--- config.mk ---
export PLATFORM = sky130hd
export DESIGN_NAME = slug_ctrl
export DESIGN_NICKNAME = d
export VERILOG_FILES = /design/src/rtl/slug_ctrl_pkg.sv /design/src/rtl/slug_ctrl_frame_timer.sv /design/src/rtl/slug_ctrl.sv
export SDC_FILE = /design/constraint.sdc
export NUM_CORES = 1
export LEC_CHECK = 0
export BUFFER_PORTS_ARGS = -buffer_cell sky130_fd_sc_hd__buf_4
export CAP_MARGIN = 20
export CORE_UTILIZATION = 52
export CTS_CLUSTER_SIZE = 10
export DETAILED_ROUTE_END_ITERATION = 10
export PLACE_DENSITY = 0.8
export SYNTH_ARGS = -nofsm -noshare
export SYNTH_HDL_FRONTEND = slang
export SYNTH_HIERARCHICAL = 1
export SYNTH_SLANG_ARGS = --single-unit
export TNS_END_PERCENT = 5
--- constraint.sdc ---
create_clock -name clk -period 2.8 [get_ports clk]
set_input_delay 0.14 -clock clk [delete_from_list [all_inputs] [get_ports clk]]
set_output_delay 0.14 -clock clk [all_outputs]
set_load 0.01 [all_outputs]
--- src/rtl/slug_ctrl_pkg.sv ---
// Shared encodings and default geometry for the slug game sequencer.
package slug_ctrl_pkg;

  localparam int unsigned POS_W          = 15;
  localparam int unsigned SCORE_W        = 8;
  localparam int unsigned LIVES_W        = 2;

  localparam int unsigned V_TOP_DEF      = 16;
  localparam int unsigned V_BOT_DEF      = 464;
  localparam int unsigned H_EXIT_DEF     = 0;
  localparam int unsigned LIVES_INIT_DEF = 3;
  localparam int unsigned HIT_FRAMES_DEF = 60;

  localparam int unsigned FLASH_PERIOD   = 8;
  localparam int unsigned FLASH_W        = $clog2(FLASH_PERIOD + 1);

  // Speedup divider: N runs 4..1, one step per EXITS_PER_STEP safe exits
  localparam int unsigned DIV_W          = 3;
  localparam int unsigned EXITS_PER_STEP = 4;

  typedef enum logic [2:0] {
    ST_IDLE    = 3'd0,
    ST_RUN     = 3'd1,
    ST_RESPAWN = 3'd2,
    ST_HIT     = 3'd3,
    ST_OVER    = 3'd4
  } state_e;

endpackage

--- src/rtl/slug_ctrl_frame_timer.sv ---
// Frame-pulse counter: counts ticks, strobes and wraps on the term_i-th tick.
module slug_ctrl_frame_timer #(
  parameter int unsigned W = 6
) (
  input  logic         clk,
  input  logic         reset,
  input  logic         clr_i,
  input  logic         tick_i,
  input  logic [W-1:0] term_i,
  output logic         tc_c_o
);

  logic [W-1:0] count_q, count_d;

  // >= so a term lowered mid-count still wraps on the next tick
  always_comb begin
    tc_c_o  = tick_i && !clr_i && (count_q >= (term_i - W'(1)));
    count_d = count_q;
    if (clr_i || tc_c_o) begin
      count_d = '0;
    end else if (tick_i) begin
      count_d = count_q + W'(1);
    end
  end

  always_ff @(posedge clk) begin
    if (reset) begin
      count_q <= '0;
    end else begin
      count_q <= count_d;
    end
  end

endmodule

--- src/rtl/slug_ctrl.sv ---
// Game-level sequencer driving slug_mod controls, score, lives and hit blink.
// Optional SLUG_CTRL_SPEEDUP_EN: leftEN on every Nth frame, N shrinking with score.
module slug_ctrl
  import slug_ctrl_pkg::*;
#(
  parameter int unsigned V_TOP      = V_TOP_DEF,
  parameter int unsigned V_BOT      = V_BOT_DEF,
  parameter int unsigned H_EXIT     = H_EXIT_DEF,
  parameter int unsigned LIVES_INIT = LIVES_INIT_DEF,
  parameter int unsigned HIT_FRAMES = HIT_FRAMES_DEF
) (
  input  logic               clk,
  input  logic               reset,
  input  logic               Frame,
  input  logic               start,
  input  logic               btnU,
  input  logic               btnD,
  input  logic               collision,
  input  logic [POS_W-1:0]   SlugH,
  input  logic [POS_W-1:0]   SlugV,
  output logic               UP,
  output logic               DW,
  output logic               leftEN,
  output logic               INIT,
  output logic               flash,
  output logic [SCORE_W-1:0] score,
  output logic [LIVES_W-1:0] lives,
  output logic               game_over
);

  localparam int unsigned HIT_W = $clog2(HIT_FRAMES + 1);

  state_e               state_q, state_d;
  logic [SCORE_W-1:0]   score_q, score_d;
  logic [LIVES_W-1:0]   lives_q, lives_d;
  logic                 flash_q, flash_d;
  logic                 in_hit;
  logic                 hit_done_c;
  logic                 flash_tc_c;
  logic                 move_left_c;

  assign in_hit = (state_q == ST_HIT);

  slug_ctrl_frame_timer #(.W(HIT_W)) u_hit_timer (
    .clk    (clk),
    .reset  (reset),
    .clr_i  (!in_hit),
    .tick_i (Frame && in_hit),
    .term_i (HIT_W'(HIT_FRAMES)),
    .tc_c_o (hit_done_c)
  );

  slug_ctrl_frame_timer #(.W(FLASH_W)) u_flash_timer (
    .clk    (clk),
    .reset  (reset),
    .clr_i  (!in_hit),
    .tick_i (Frame && in_hit),
    .term_i (FLASH_W'(FLASH_PERIOD)),
    .tc_c_o (flash_tc_c)
  );

`ifdef SLUG_CTRL_SPEEDUP_EN
  logic [DIV_W-1:0] div_n_c;

  // N derives from score, which clears in IDLE together with the divider
  always_comb begin
    if (score_q >= SCORE_W'(3 * EXITS_PER_STEP)) begin
      div_n_c = DIV_W'(1);
    end else if (score_q >= SCORE_W'(2 * EXITS_PER_STEP)) begin
      div_n_c = DIV_W'(2);
    end else if (score_q >= SCORE_W'(EXITS_PER_STEP)) begin
      div_n_c = DIV_W'(3);
    end else begin
      div_n_c = DIV_W'(4);
    end
  end

  slug_ctrl_frame_timer #(.W(DIV_W)) u_div_timer (
    .clk    (clk),
    .reset  (reset),
    .clr_i  (state_q == ST_IDLE),
    .tick_i (Frame && (state_q == ST_RUN)),
    .term_i (div_n_c),
    .tc_c_o (move_left_c)
  );
`else
  assign move_left_c = 1'b1;
`endif

  always_ff @(posedge clk) begin
    if (reset) begin
      state_q <= ST_IDLE;
      score_q <= '0;
      lives_q <= LIVES_W'(LIVES_INIT);
      flash_q <= 1'b0;
    end else begin
      state_q <= state_d;
      score_q <= score_d;
      lives_q <= lives_d;
      flash_q <= flash_d;
    end
  end

  // Next state plus same-cycle control decode
  always_comb begin
    state_d   = state_q;
    score_d   = score_q;
    lives_d   = lives_q;
    flash_d   = flash_q;
    UP        = 1'b0;
    DW        = 1'b0;
    leftEN    = 1'b0;
    INIT      = 1'b0;
    game_over = 1'b0;
    unique case (state_q)
      ST_IDLE: begin
        INIT    = 1'b1;
        score_d = '0;
        lives_d = LIVES_W'(LIVES_INIT);
        flash_d = 1'b0;
        if (start) state_d = ST_RUN;
      end
      ST_RUN: begin
        leftEN = move_left_c;
        UP     = btnU && !btnD && (SlugV > POS_W'(V_TOP));
        DW     = btnD && !btnU && (SlugV < POS_W'(V_BOT));
        if (collision) begin
          if (lives_q <= LIVES_W'(1)) begin
            state_d = ST_OVER;
            lives_d = '0;
          end else begin
            state_d = ST_HIT;
            lives_d = lives_q - LIVES_W'(1);
            flash_d = 1'b1;
          end
        end else if (Frame && (SlugH == POS_W'(H_EXIT))) begin
          state_d = ST_RESPAWN;
          if (score_q != '1) score_d = score_q + SCORE_W'(1);
        end
      end
      ST_RESPAWN: begin
        INIT    = 1'b1;
        state_d = ST_RUN;
      end
      ST_HIT: begin
        if (hit_done_c) begin
          state_d = ST_RESPAWN;
          flash_d = 1'b0;
        end else if (flash_tc_c) begin
          flash_d = !flash_q;
        end
      end
      ST_OVER: begin
        game_over = 1'b1;
        if (start) state_d = ST_IDLE;
      end
      default: state_d = ST_IDLE;
    endcase
  end

  assign flash = flash_q;
  assign score = score_q;
  assign lives = lives_q;

endmodule

==> impl_metrics.yaml, run 1 <==
logic_synthesis:
  ys_types: 55
  async_flop_share: 0
  ys.flop_type: "dfxtp_1"
  yosys.area.top_type: "dfxtp_1"
  syn-instance-count: 201
  synth_area_um2: 1770
  yosysWarnings: 6
  syn_area_per_cell_um2: 8.83
  synth-edff-count: 0
  synth_seq_cells: 24
  synth_top_area_frac: 0.271
  ys_seq_area_frac: 0.271
  netlist_top_cells_area: "dfxtp_1 (27%), ha_1 (11%), a21oi_1 (4.2%)"
power:
  swShare: 0.254
  power.internal_uw: 571
  power_density_nw_per_um2: 328
  p_sw_uw: 195
  peakVddDrop_mv: 0.254
  p_leak_nw: 0.961
  p_seq_frac: 0.457
  share_comb_of_total_power: 0.206
  p_clk_frac: 0.336
clock_tree:
  hold_buffers: 0
  clockBufferDepth: 2
  ctsResizeCount: 0
  cts_sinks: 24
  cts_tree: "done"
  h-tree-depth: 1
  clkSlewWorstSetupHoldPaths_ns: 0.14
  root_buffer: "clkbuf_4"
  post_cts_buffers: 0
  cts_inserted_buffers: 3
  clk_latency_ns: 0.33
worst_setup_path:
  crit_chain: "nor2b_1 -> nand2_1 -> or4b_4 -> a31oi_4 -> a21o_1 -> a21oi_1 -> a31oi_1 -> nor3_1"
  r2r_slack_ns: 0.52
  path_class: "flop to flop"
  critPathMaxFanout: 9
  crit_path_end_kind: "flop"
  startpoint_type: "flop"
  critPathRequiredTime_ns: 3.03
  cpPeakStageDelay_ns: 0.59
  cp_slowest_cell: "or4b_4"
  worstPathArrival_ns: 2.51
placed_design:
  finalWeightedCongestion: 0.810
  dp_hpwl_um: 2990
  post_dp_cell_area_um2: 2280
  port_buffers: 52
finish:
  multi_input_area_um2: 1310
  design_area_um2: 2340
  diodes: 0
  final_cell_mix: "buf_4 (54), dfxtp_1 (24), conb_1 (20)"
  nets: 325
  drive_gt1_frac: 0.276
  seqCellArea_um2: 480
  area_delta_synth_final_pct: 31.7
  utilization: 0.741
  final_common_cell: "buf_4"
  nFillCells: 262
detailed_routing:
  num_vias: 1739
  routedWlPerCell_um: 12.3
  drc: 0
  drt_iter0_drc: 50
  routed_wl_um: 3900
  postRouteAntennaNets: 0
  drt-vias-per-instance: 5.50
  first_pass_iters: 4
sta:
  clock.fmax_mhz: 439
  fin_tns_setup_ns: 0
  worst_pin_slew_ns: 0.556
  hold_viol_final: 0
  finalCritPeriodShare: 0.814
  relSlewSlack: 0.627
  drv_slew: 0
  fin_crit_ns: 2.28
  setup_viol: 0
  skew_ns: 0.00116
  rsz0062_at_grt: "false"
die:
  core_um2: 3150
  ioPinCount: 53
  rows: 20
  fp.dieW_um: 60.4
  die_area_um2: 3650
  initial_core_util: 0.563
  die_height_um: 60.4
status:
  outcome: "complete, no violations"
global_route:
  grt_pass1_vias: 1530
  grt_pass1_wl_um: 6220
  grt.total_usage: 0.223
  antenna_found_initial: 0
  grt_max_degree: 18
  gr-total-overflow: 0
hold_path:
  worst_hold_path_type: "input port to flop"
job:
  cap_viol_max_count: 0
sequential cells by signal, summed over array words and instances (netlist names):
signal                 count
flash                      1
lives                      2
score                      8
state_q                    3
u_flash_timer/count_q      4
u_hit_timer/count_q        6
final cells by class:
class / count / share of cell area
clock buffer: 3 / 0.00964
inverter: 8 / 0.0129
sequential: 24 / 0.206
tap: 44 / 0.0236
clock inverter: 1 / 0.0129
timing repair buffer: 54 / 0.174
multi-input combinational: 182 / 0.562
through the flow:
stage                     hold slack (ns)  power (mW)  setup slack (ns)  instances
after floorplan                     0.212       0.442             0.491        219
after global placement              0.454       0.511             0.637        312
after detailed placement            0.447       0.513             0.573        312
after CTS                          0.0915       0.764             0.525        316
after global routing                0.113       0.801             0.383        316
final                              0.0943       0.766             0.521        316
Yosys cell counts, drive strengths merged, types with 2 or more instances:
| library cell | number |
|---|---|
| nand4 | 4 |
| nand2 | 16 |
| nand2b | 4 |
| inv | 8 |
| or2 | 2 |
| nor3 | 16 |
| ha | 15 |
| nand3 | 6 |
| xnor2 | 7 |
| nor2b | 3 |
| o21ai | 9 |
| xor2 | 5 |
| clkbuf | 4 |
| nor4 | 5 |
| nor2 | 12 |
| a31oi | 2 |
| a41oi | 2 |
| a211oi | 6 |
| nor3b | 2 |
| conb | 2 |
| nand3b | 2 |
| a21oi | 15 |
| and3b | 2 |
| o31ai | 3 |
| and3 | 4 |
| dfxtp | 24 |
| a311oi | 5 |
per-layer routing:
layer / GRT usage / part of all wire / vias up
met5: 0 / 0 / -
met4: 0.0714 / 0.0087 / 0
met3: 0.0299 / 0.073 / 5
met2: 0.380 / 0.45 / 61
met1: 0.291 / 0.47 / 800
li1: - / - / 873
cells by family after synthesis:
kind of cell | Yosys count | share of synthesized area
and+or+nand+nor | 84 | 0.306
muxes | 1 | 0.00564
other | 2 | 0.00423
xor gates and xnor gates | 12 | 0.0592
buffers and inverters | 13 | 0.0275
adders and majority gates | 15 | 0.106
DFF | 24 | 0.271
AOI/OAI and AO/OA | 50 | 0.221
path summary, 6_finish.rpt:
kind	start	endpoint	depth (start not counted)
max	state_q[2]	state_q[0]	8
min	reset	score[6]	2
max reg2reg	state_q[2]	state_q[0]	8
min reg2reg	u_flash_timer/count_q[1]	u_flash_timer/count_q[1]	2
power groups by stage:
stage	Combinational, mW	Sequential (mW)	Clock (mW)
floorplan	0.0851	0.357	0
global placement	0.154	0.357	0
detailed placement	0.155	0.357	0
CTS	0.156	0.350	0.258
global route	0.173	0.351	0.277
finish	0.158	0.350	0.258
worst max-delay path, delay by kind of cell, from the launching register on:
family | cells | cell delay [ns]
compound gates | 4 | 0.66
flops | 1 | 0.43
simple gates | 4 | 1.09
No activity file was read; power rests on OpenSTA's default activity.
==> inputs of run 2 (changes only) <==
==> constraint.sdc (replaced) <==
create_clock -name clk -period 2.32 [get_ports clk]
set_input_delay 0.116 -clock clk [delete_from_list [all_inputs] [get_ports clk]]
set_output_delay 0.116 -clock clk [all_outputs]
set_load 0.01 [all_outputs]
==> impl_metrics.yaml, run 2 (same netlist as run 1, synthesis figures left out) <==
status:
  outcome: "complete, no violations"
sta:
  setup_viol: 0
  hold_viol_final: 0
  finalCritPeriodShare: 0.921
  drv_slew: 0
  fin_crit_ns: 2.14
  worst_pin_slew_ns: 0.509
  fin_tns_setup_ns: 0
  skew_ns: 0.0127
  relSlewSlack: 0.658
  rsz0062_at_grt: "false"
  clock.fmax_mhz: 468
finish:
  final_common_cell: "buf_4"
  nets: 328
  largest_reg_flops: 8
  drive_gt1_frac: 0.284
  diodes: 0
  final_cell_mix: "buf_4 (57), dfxtp_1 (24), conb_1 (20)"
  area_delta_synth_final_pct: 32.0
worst_setup_path:
  critPathRequiredTime_ns: 2.54
  crit_path_end_kind: "flop"
  critical_path_buf_inv_count: 0
  cp_slowest_cell: "or4b_4"
  startpoint_type: "flop"
  critPathMaxFanout: 7
  critical_path.top_delay_family: "simple AND/OR/NAND/NOR gates"
  r2r_slack_ns: 0.18
  cpPeakStageDelay_ns: 0.59
  r2r-start: "state_q[0]"
  crit_chain: "nor2b_1 -> nand2_1 -> or4b_4 -> a31oi_4 -> or3_1 -> a21oi_1 -> a311oi_1"
  path_class: "flop to flop"
  worstPathArrival_ns: 2.36
  rr_endpoint: "flash"
  rr_worst_depth: 7
detailed_routing:
  first_pass_iters: 4
  drc: 0
  postRouteAntennaNets: 0
  num_vias: 1724
  drt_iter0_drc: 29
  routed_wl_um: 3980
  routedWlPerCell_um: 12.5
  drt-vias-per-instance: 5.40
hold_path:
  hold_depth: 2
  worst_hold_path_type: "input port to flop"
  hold_start: "reset"
  min_to: "score[6]"
power:
  p_leak_nw: 0.970
  peakVddDrop_mv: 0.241
  p_total_uw: 836
  power_density_nw_per_um2: 357
die:
  core_um2: 3150
  die_area_um2: 3650
  die_height_um: 60.4
  ioPinCount: 53
  initial_core_util: 0.563
  rows: 20
  fp.dieW_um: 60.4
clock_tree:
  clkSlewWorstSetupHoldPaths_ns: 0.14
  root_buffer: "clkbuf_4"
  cts_sinks: 24
  clockBufferDepth: 2
  cts_tree: "done"
  cts_inserted_buffers: 3
  h-tree-depth: 1
  clk_latency_ns: 0.32
placed_design:
  dp_hpwl_um: 3100
  finalWeightedCongestion: 0.801
  port_buffers: 52
global_route:
  gr-total-overflow: 0
  grt.total_usage: 0.222
  grt_max_degree: 18
  antenna_found_initial: 0
  grt_pass1_wl_um: 6200
  grt_pass1_vias: 1450
job:
  cap_viol_max_count: 0
==> run 2: changes by cell type in the layout (fill, tap and decap cells not counted) <==
cell       change
buf_4          +3
bufinv_16      -1
clkbuf_8       +1
==> run 2: per-stage QoR <==
step                instance area [um2]   util  worst slack (ns)  hold slack [ns]  instances
floorplan                          1840      -            0.0115            0.188        219
global placement                   2300  0.729             0.249            0.430        314
detailed placement                 2300  0.729             0.161            0.444        314
CTS                                2330  0.740             0.110           0.0907        318
global route                       2340  0.743            0.0849           0.0960        319
finish                             2340  0.743             0.184           0.0951        319
==> run 2: worst max-delay path by stage <==
stage	startpoint	slack, ns	depth (start not counted)	to
6_report	state_q[0]	0.18	7	flash
5_1_grt	state_q[0]	0.08	8	state_q[0]
4_1_cts	state_q[0]	0.11	7	flash
3_5_place_dp	state_q[0]	0.16	7	flash
3_3_place_gp	state_q[0]	0.25	8	state_q[0]
2_1_floorplan	state_q[2]	0.01	9	state_q[0]
==> run 2: repair_timing <==
item,CTS,global route
setup endpoints to repair,0,1
buffers inserted,0,1
resized for setup,0,0
hold buffers,0,0
==> run 2: cell type report <==
class / instances / area [um2]
fill: 278 / 811
multi-input combinational: 182 / 1310
timing repair buffer: 57 / 428
clock buffer: 4 / 36.3
sequential: 24 / 480
inverter: 8 / 30.0
tap: 44 / 55.1
==> run 2: report_power, final <==
group / total (mW) / switching [mW] / internal (mW)
sequential: 0.421 / 0.00422 / 0.417
combinational: 0.195 / 0.0963 / 0.0983
clock: 0.221 / 0.125 / 0.0958
total: 0.836 / 0.225 / 0.611
==> run 2: metal layers <==
layer	share of wire	global-route usage
met2	0.48	0.403
met1	0.44	0.275
met5	0	0
met3	0.069	0.0362
met4	0.0070	0.0487
==> inputs of run 3 (changes only) <==
--- a/config.mk
+++ b/config.mk
@@ -7,6 +7,7 @@
 export LEC_CHECK = 0
 export BUFFER_PORTS_ARGS = -buffer_cell sky130_fd_sc_hd__buf_4
 export CAP_MARGIN = 20
+export CORE_MARGIN = 2
 export CORE_UTILIZATION = 52
 export CTS_CLUSTER_SIZE = 10
 export DETAILED_ROUTE_END_ITERATION = 10
==> impl_metrics.yaml, run 3 (same netlist as run 1, synthesis figures left out) <==
job:
  cap_viol_max_count: 0
die:
  core_um2: 3310
  die_height_um: 62.4
  rows: 21
  initial_core_util: 0.536
  die_area_um2: 3900
  ioPinCount: 53
  fp.dieW_um: 62.4
power:
  power_density_nw_per_um2: 347
  peakVddDrop_mv: 0.302
  p_leak_nw: 0.958
  p_total_uw: 806
worst_setup_path:
  path_class: "flop to flop"
  cp_slowest_cell: "or4b_4"
  critPathMaxFanout: 9
  cpPeakStageDelay_ns: 0.56
  crit_chain: "nor2b_1 -> nand2_2 -> or4b_4 -> a31oi_4 -> or3_1 -> a21oi_1 -> a311oi_1"
  rr_worst_depth: 7
  r2r-start: "state_q[0]"
  crit_path_end_kind: "flop"
  worstPathArrival_ns: 2.36
  critical_path.top_delay_family: "simple AND/OR/NAND/NOR gates"
  r2r_slack_ns: 0.21
  critical_path_buf_inv_count: 0
  critPathRequiredTime_ns: 2.57
  path_depth: 7
  rr_endpoint: "flash"
  cp-startpoint: "state_q[0]"
  setup.worst_path.end: "flash"
  startpoint_type: "flop"
detailed_routing:
  routedWlPerCell_um: 12.0
  postRouteAntennaNets: 0
  first_pass_iters: 4
  routed_wl_um: 3820
  drc: 0
  drt-vias-per-instance: 5.29
  num_vias: 1688
  drt_iter0_drc: 54
finish:
  final_common_cell: "buf_4"
  nets: 327
  drive_gt1_frac: 0.282
  nFillCells: 286
  multi_input_area_um2: 1320
  design_area_um2: 2330
  final_cell_mix: "buf_4 (56), dfxtp_1 (24), conb_1 (20)"
  diodes: 0
  area_delta_synth_final_pct: 31.1
  seqCellArea_um2: 480
  largest_reg_flops: 8
  fin_cells: 319
sta:
  relSlewSlack: 0.643
  drv_slew: 0
  worst_pin_slew_ns: 0.532
  fin_crit_ns: 2.11
  clock.fmax_mhz: 473
  hold_viol_final: 0
  skew_ns: 0.00818
  finalCritPeriodShare: 0.911
  fin_tns_setup_ns: 0
  setup_viol: 0
  rsz0062_at_grt: "false"
placed_design:
  finalWeightedCongestion: 0.808
  dp_hpwl_um: 3040
  post_dp_cell_area_um2: 2300
  dp.cells: 316
  port_buffers: 52
global_route:
  grt_pass1_vias: 1509
  antenna_found_initial: 0
  grt_max_degree: 18
  gr-total-overflow: 0
  grt_pass1_wl_um: 6630
  grt.total_usage: 0.207
clock_tree:
  clockBufferDepth: 2
  clk_latency_ns: 0.33
  cts_inserted_buffers: 3
  cts_sinks: 24
  clkSlewWorstSetupHoldPaths_ns: 0.13
  h-tree-depth: 1
  root_buffer: "clkbuf_4"
  cts_tree: "done"
hold_path:
  worst_hold_path_type: "input port to flop"
status:
  outcome: "complete, no violations"
-- run 3: final cells by class --
class / instances / area share
Sequential cell: 24 / 0.207
Tap cell: 46 / 0.0247
Multi-Input combinational cell: 182 / 0.565
Clock buffer: 3 / 0.00968
Inverter: 8 / 0.0129
Timing Repair Buffer: 56 / 0.181
-- run 3: per-layer routing --
layer  vias to the layer above  GRT usage  share of wire  wire [um]
met5                         -          0              0          0
met4                         0     0.0750          0.016         63
met3                         7     0.0324          0.050        193
met2                        52      0.320           0.46       1760
met1                       753      0.291           0.47       1810
li1                        876          -              -          -
-- run 3: worst register-to-register path, stage by stage, from the launching register on --
cell	delay (ns)
dfxtp_1	0.35
nor2b_1	0.25
nand2_2	0.14
or4b_4	0.56
a31oi_4	0.27
or3_1	0.16
a21oi_1	0.06
a311oi_1	0.24
-- run 3: worst min-delay path by stage --
stage | cells past startpoint | end | startpoint
floorplan | 1 | score[4] | reset
global placement | 2 | score[6] | reset
detailed placement | 2 | score[6] | reset
CTS | 2 | score[6] | reset
global route | 2 | score[6] | reset
finish | 2 | score[6] | reset
-- run 3: metrics by stage --
stage	utilization	hold WS (ns)	setup WS, ns
floorplan	-	0.188	0.0115
global placement	0.695	0.428	0.271
detailed placement	0.695	0.424	0.211
CTS	0.702	0.0636	0.175
global route	0.703	0.0771	0.0288
finish	0.703	0.0665	0.206
-- run 3: power breakdown --
part           total [mW]  internal (mW)  switching [mW]
Combinational       0.194         0.0984          0.0953
Sequential          0.421          0.417         0.00360
Clock               0.192         0.0611           0.131
Total               0.806          0.576           0.230
-- run 3: repair_timing --
action / 4_1_cts / 5_1_grt
setup endpoints to repair: 0 / 1
gates resized for setup: 0 / 1
hold buffers: 0 / 0
setup buffers: 0 / 0
